--- config.mk ---
export PLATFORM = sky130hd
export DESIGN_NAME = mem_port_arbiter
export DESIGN_NICKNAME = d
export VERILOG_FILES = /design/src/rtl/mem_arb_pkg.sv /design/src/rtl/mem_arb_watchdog.sv /design/src/rtl/mem_port_arbiter.sv
export SDC_FILE = /design/constraint.sdc
export NUM_CORES = 1
export LEC_CHECK = 0
export CAP_MARGIN = 30
export CORE_AREA = 2 2 191 193
export DETAILED_ROUTE_END_ITERATION = 6
export DIE_AREA = 0 0 193 195
export SETUP_SLACK_MARGIN = 0.2
export SYNTH_ARGS = -nofsm -noshare
export SYNTH_HDL_FRONTEND = slang
export SYNTH_SLANG_ARGS = --single-unit
--- constraint.sdc ---
create_clock -name clk -period 1.8 [get_ports clk]
set_input_delay 0.36 -clock clk [delete_from_list [all_inputs] [get_ports clk]]
set_output_delay 0.36 -clock clk [all_outputs]
set_load 0.05 [all_outputs]
--- src/rtl/mem_arb_pkg.sv ---
// Shared types and constants for the unified memory-port arbiter.
// State encoding is fixed so waveforms and debug scripts can decode it directly.
package mem_arb_pkg;

  typedef enum logic [1:0] {
    IDLE    = 2'd0,
    BUSY_IF = 2'd1,
    BUSY_DM = 2'd2,
    RESP    = 2'd3
  } arb_state_t;

  localparam int ADDR_W_DEF = 64;
  localparam int DATA_W_DEF = 64;
  localparam int INSTR_W    = 32;

  // addi x0,x0,0 -- what the fetch stage substitutes for a dropped instruction
  localparam logic [INSTR_W-1:0] NOP_INSTR = 32'h0000_0013;

  function automatic logic [INSTR_W-1:0] pick_word(input logic [63:0] dword, input logic hi);
    return hi ? dword[63:32] : dword[31:0];
  endfunction

endpackage

--- src/rtl/mem_arb_watchdog.sv ---
// Counts busy cycles without a memory completion; expire is combinational and
// fires in the cycle that would reach TIMEOUT. TIMEOUT=0 never expires.
module mem_arb_watchdog #(
  parameter int TIMEOUT = 64
) (
  input  logic clk,
  input  logic rst,
  input  logic clr,
  input  logic en,
  output logic expire
);

  localparam int CW = (TIMEOUT > 1) ? $clog2(TIMEOUT + 1) : 1;

  logic [CW-1:0] cnt_q, cnt_d;

  always_comb begin
    cnt_d = cnt_q;
    if (clr) begin
      cnt_d = '0;
    end else if (en) begin
      cnt_d = cnt_q + 1'b1;
    end
  end

  assign expire = (TIMEOUT != 0) && en && (cnt_q == CW'(TIMEOUT - 1));

  always_ff @(posedge clk) begin
    if (rst) begin
      cnt_q <= '0;
    end else begin
      cnt_q <= cnt_d;
    end
  end

endmodule

--- src/rtl/mem_port_arbiter.sv ---
// Shares one memory port between instruction fetch and data access; all outputs registered,
// mem_req one cycle after grant, ack one cycle after mem_ready or watchdog expiry.
module mem_port_arbiter
  import mem_arb_pkg::*;
#(
  parameter int ADDR_W        = ADDR_W_DEF,
  parameter int DATA_W        = DATA_W_DEF,
  parameter int MAX_DM_STREAK = 4,
  parameter int TIMEOUT       = 64
) (
  input  logic               clk,
  input  logic               rst,
  input  logic               if_req,
  input  logic [ADDR_W-1:0]  if_addr,
  input  logic               if_flush,
  output logic               if_ack,
  output logic [INSTR_W-1:0] if_rdata,
  input  logic               dm_req,
  input  logic               dm_we,
  input  logic [ADDR_W-1:0]  dm_addr,
  input  logic [DATA_W-1:0]  dm_wdata,
  output logic               dm_ack,
  output logic [DATA_W-1:0]  dm_rdata,
  output logic               mem_req,
  output logic               mem_we,
  output logic [ADDR_W-1:0]  mem_addr,
  output logic [DATA_W-1:0]  mem_wdata,
  input  logic [DATA_W-1:0]  mem_rdata,
  input  logic               mem_ready,
  output logic               err
);

  localparam int SW = $clog2(MAX_DM_STREAK + 1);
  localparam logic [SW-1:0] STREAK_MAX = SW'(MAX_DM_STREAK);

  arb_state_t         state_q, state_d;
  logic [SW-1:0]      streak_q, streak_d;
  logic               discard_q, discard_d;
  logic               if_ack_q, if_ack_d;
  logic               dm_ack_q, dm_ack_d;
  logic               err_q, err_d;
  logic               mem_req_q, mem_req_d;
  logic               mem_we_q, mem_we_d;
  logic [ADDR_W-1:0]  mem_addr_q, mem_addr_d;
  logic [DATA_W-1:0]  mem_wdata_q, mem_wdata_d;
  logic [INSTR_W-1:0] if_rdata_q, if_rdata_d;
  logic [DATA_W-1:0]  dm_rdata_q, dm_rdata_d;

  logic busy;
  logic wd_expire;
  logic flush_hit;
  logic unused_if_addr_lsb;

  assign busy               = (state_q == BUSY_IF) || (state_q == BUSY_DM);
  assign unused_if_addr_lsb = ^if_addr[1:0];

  mem_arb_watchdog #(.TIMEOUT(TIMEOUT)) u_watchdog (
    .clk    (clk),
    .rst    (rst),
    .clr    (!busy),
    .en     (busy && !mem_ready),
    .expire (wd_expire)
  );

  always_comb begin
    state_d     = state_q;
    streak_d    = streak_q;
    discard_d   = discard_q;
    mem_req_d   = mem_req_q;
    mem_we_d    = mem_we_q;
    mem_addr_d  = mem_addr_q;
    mem_wdata_d = mem_wdata_q;
    if_rdata_d  = if_rdata_q;
    dm_rdata_d  = dm_rdata_q;
    if_ack_d    = 1'b0;
    dm_ack_d    = 1'b0;
    err_d       = 1'b0;
    // a flush landing in the completion cycle still kills the fetch
    flush_hit   = discard_q || ((state_q == BUSY_IF) && if_flush);

    case (state_q)
      IDLE: begin
        discard_d = 1'b0;
        if (dm_req && !(if_req && (streak_q == STREAK_MAX))) begin
          state_d     = BUSY_DM;
          mem_req_d   = 1'b1;
          mem_we_d    = dm_we;
          mem_addr_d  = dm_addr;
          mem_wdata_d = dm_wdata;
          if (!if_req) begin
            streak_d = '0;
          end else if (streak_q != STREAK_MAX) begin
            streak_d = streak_q + 1'b1;
          end
        end else if (if_req) begin
          state_d     = BUSY_IF;
          mem_req_d   = 1'b1;
          mem_we_d    = 1'b0;
          mem_addr_d  = {if_addr[ADDR_W-1:2], 2'b00};
          mem_wdata_d = '0;
          streak_d    = '0;
          discard_d   = if_flush;
        end
      end
      BUSY_IF, BUSY_DM: begin
        discard_d = flush_hit;
        if (mem_ready || wd_expire) begin
          state_d   = RESP;
          mem_req_d = 1'b0;
          mem_we_d  = 1'b0;
          if (state_q == BUSY_DM) begin
            dm_ack_d   = 1'b1;
            err_d      = !mem_ready;
            dm_rdata_d = (mem_ready && !mem_we_q) ? mem_rdata : '0;
          end else if (!flush_hit) begin
            if_ack_d   = 1'b1;
            err_d      = !mem_ready;
            if_rdata_d = mem_ready ? pick_word(mem_rdata[63:0], mem_addr_q[2]) : '0;
          end
        end
      end
      default: state_d = IDLE;
    endcase
  end

  always_ff @(posedge clk) begin
    if (rst) begin
      state_q     <= IDLE;
      streak_q    <= '0;
      discard_q   <= 1'b0;
      if_ack_q    <= 1'b0;
      dm_ack_q    <= 1'b0;
      err_q       <= 1'b0;
      mem_req_q   <= 1'b0;
      mem_we_q    <= 1'b0;
      mem_addr_q  <= '0;
      mem_wdata_q <= '0;
      if_rdata_q  <= '0;
      dm_rdata_q  <= '0;
    end else begin
      state_q     <= state_d;
      streak_q    <= streak_d;
      discard_q   <= discard_d;
      if_ack_q    <= if_ack_d;
      dm_ack_q    <= dm_ack_d;
      err_q       <= err_d;
      mem_req_q   <= mem_req_d;
      mem_we_q    <= mem_we_d;
      mem_addr_q  <= mem_addr_d;
      mem_wdata_q <= mem_wdata_d;
      if_rdata_q  <= if_rdata_d;
      dm_rdata_q  <= dm_rdata_d;
    end
  end

  assign if_ack    = if_ack_q;
  assign dm_ack    = dm_ack_q;
  assign err       = err_q;
  assign mem_req   = mem_req_q;
  assign mem_we    = mem_we_q;
  assign mem_addr  = mem_addr_q;
  assign mem_wdata = mem_wdata_q;
  assign if_rdata  = if_rdata_q;
  assign dm_rdata  = dm_rdata_q;

endmodule

==> reports/results.tsv <==
metric	value	unit
VDD IR max	1.106	mV
syn_nets	1343	
fmax	528.9	MHz
WP data arrival	2.29	ns
row cnt	69	
PwrDens	1476	nW/um2
FFs w/ async S/R, synth	0	
setup violators final	94	
Slew HR	0.5265	
pre-CTS WS	-0.2861	ns
DR vias	10240	
syn_area_per_cell	8.776	um2
Hold Fails Final Rpt	0	
starting density of the core	0.2660	
hold_sp	rst	
YS warnings	0	
first-pass GRT wire length	56500	um
Top Layer Used	met4	
reg2reg path depth	8	
CTS tree	built	
Slew Viols, Final	0	
Hold EP	state_q[1]	
Post-DP Area	14730	um2
core area	35400	um2
antenna violations before repair	0	
Synth Register Bits	242	
drt total wl	40800	um
Worst-Skew Late Latency	0.54	ns
slowest stage delay, CP	0.43	ns
Die ar.	37640	um2
Leak	6.805	nW
DRC viols	0	
nets@finish	1879	
crit path kind	flop to flop	
Detailed Routing Iterations Pass 1	5	
Tcrit/Tclk final	1.050	
WL per Instance	19.53	um
routability congestion estimate	0.8320	
Max clock buf depth	3	
clk_skew	0.008886	ns
largest net degree at the start of global routing	131	
CTS buffer count	29	
chip width	193	um
share of layout cells above drive strength 1	0.3348	
DRT iter0 DRCs	388	
Metal-1 WL	15380	um
Area Overhead vs Synth	80.52	%
reg2reg start	state_q[1]	
RSZ-0062 raised after global routing	true	
worst-path cell chain	inv_2, buf_4, ha_4, a21o_4, buf_4, or3_4, o21ai_1, a21oi_2	
status	complete, but fails checks	
Cell variety after synth	45	
Via-to-Cell Ratio	4.901	
Tmin final	1.891	ns
CP delay by family, top	compound AO/OA/AOI/OAI gates	
CP Launch Type	flop	
met3 WL post-DR	3736	um
register area share after synthesis	0.5145	
CP Max Fanout	8	
Buf/Inv on CP	3	
CP max stage cell	or3_4	
input/output buffers	489	
FF-to-FF setup slack	-0.09	ns
Max Cap Viol	0	
gr usage total	0.1911	
final setup TNS	-4.933	ns
r2r endpoint	if_rdata[25]	
violated checks	negative setup slack	
final worst slack	-0.09081	ns
class of the worst hold path	primary input to flop	
H-tree depth	1	
Clk pin slew, worst setup/hold paths	0.06	ns
Post-synth EDFFs	0	
Inst Count DP	1997	
ant diodes	0	
vias in the first global route	9706	
remaining antenna violation count	0	
Netlist Area Pre-Place	9417	um2
hold path depth	3	
Final Core Density	0.4802	
placed wire-length estimate	26610	um
I/O pins	492	
Least-Margin Pin Slew	0.7102	ns
nature of the critical path endpoint	flop	
ys flop type	dfxtp_1	
CP dominant cell by count	buf_4	
Non-Filler Instances	2089	
clock sink total	242	
GRT overflow	0	
Final Cell Area	17000	um2
Met2 Wirelength	20360	um
chip height	195	um
Mapped Cells	1073	
Clock Tree Root	clkbuf_16	
Req. time, crit path	2.20	ns
power by group:
part           switching (W)  total (W)  internal, W
clock network        0.00232    0.00603      0.00371
registers           0.000517    0.00680      0.00628
logic                0.00758     0.0123      0.00468
total                 0.0104     0.0251       0.0147
per-stage QoR:
| stage | power [W] | hold WS, ns |
|---|---|---|
| after floorplan | 0.01339 | 0.4458 |
| after global routing | 0.02626 | 0.1369 |
| final | 0.02509 | 0.1507 |
| after CTS | 0.02413 | 0.1308 |
| after global placement | 0.01749 | 0.4397 |
| after detailed placement | 0.01758 | 0.4445 |
layout make-up:
type,instances,area (um2)
fillers,3377,18400
well taps,461,576.8
inverters,10,37.54
multi-input cells,721,4706
clock inverters,10,158.9
repair buffers,605,5848
flip-flops and latches,242,4855
clock buffers,40,817.0
worst register-to-register path, cell delays in order, from the launching register on:
cell	delay, ns
dfxtp_2	0.33
inv_2	0.05
buf_4	0.13
ha_4	0.15
a21o_4	0.23
buf_4	0.16
or3_4	0.43
o21ai_1	0.20
a21oi_2	0.08
state kept, by name, summed over array words and instances (netlist names), 2 cells and up:
signal,flops
u_watchdog.cnt_q,7
mem_addr,64
if_rdata,32
state_q,2
streak_q,3
dm_rdata,64
mem_wdata,64
synth_stat cells, types with 2 or more instances:
master | count | area share
dfxtp_1 | 242 | 0.51
nor3_1 | 125 | 0.066
nand2_1 | 105 | 0.042
a21oi_1 | 104 | 0.055
nor2_1 | 76 | 0.030
clkbuf_1 | 72 | 0.029
nand3_1 | 69 | 0.037
a22o_1 | 65 | 0.060
nor4_1 | 62 | 0.041
o21ai_0 | 36 | 0.019
mux2_2 | 32 | 0.038
buf_2 | 17 | 0.0090
inv_1 | 10 | 0.0040
buf_6 | 8 | 0.0096
buf_1 | 7 | 0.0028
ha_1 | 7 | 0.0093
o2bb2ai_1 | 3 | 0.0028
nand2b_1 | 2 | 0.0013
nor2b_1 | 2 | 0.0013
or3_1 | 2 | 0.0013
xnor2_1 | 2 | 0.0019
xor2_1 | 2 | 0.0019
logic make-up after synthesis:
family	share of synthesized area
XOR/XNOR	0.003721
AND/OR/NAND/NOR	0.2293
adder cells (fa/ha/maj)	0.009301
AO/OA/AOI/OAI	0.1498
flip-flops	0.5145
buffers and inverters	0.05408
multiplexers	0.03933
worst max path at each step:
stage	startpoint	end	slack [ns]	cells after the start
3_5_place_dp	mem_ready	dm_rdata[47]	-0.29	6
4_1_cts	state_q[0]	dm_rdata[61]	-0.08	7
3_3_place_gp	mem_ready	dm_rdata[24]	-0.26	6
5_1_grt	state_q[1]	if_rdata[25]	-0.17	10
2_1_floorplan	state_q[0]	dm_rdata[10]	-0.1	9
6_report	state_q[1]	if_rdata[25]	-0.09	8
layer usage:
metal,up-vias,track usage
met5,-,0
met4,0,0.05556
met3,68,0.05967
met2,423,0.3381
met1,4811,0.2191
li1,4936,-
cell usage in the layout, fill, tap and decap left out, types with 5 or more instances in the layout:
master	count
or3_4	5
nor3_1	99
o21ai_1	19
nand3_1	59
o21ai_0	16
inv_1	6
dfxtp_1	236
buf_12	25
nor3_4	5
a21oi_1	74
nand3_2	7
clkbuf_1	6
nor2_1	76
buf_6	18
dfxtp_2	5
clkbuf_8	5
nand2_2	10
clkdlybuf4s50_1	258
nand2_1	90
mux2_2	32
clkbuf_16	36
a22o_1	65
nor4_2	5
nor4_1	57
a21oi_2	30
buf_4	287
nor3_2	22
what timing repair did:
action | CTS | global route
endpoints found under the setup margin | 219 | 208
resized for setup | 45 | 133
cloned | 7 | 11
setup buffers | 14 | 10
pin swaps | 21 | 56
hold buffers | 0 | 0
Power figures use the tool's default switching activity.
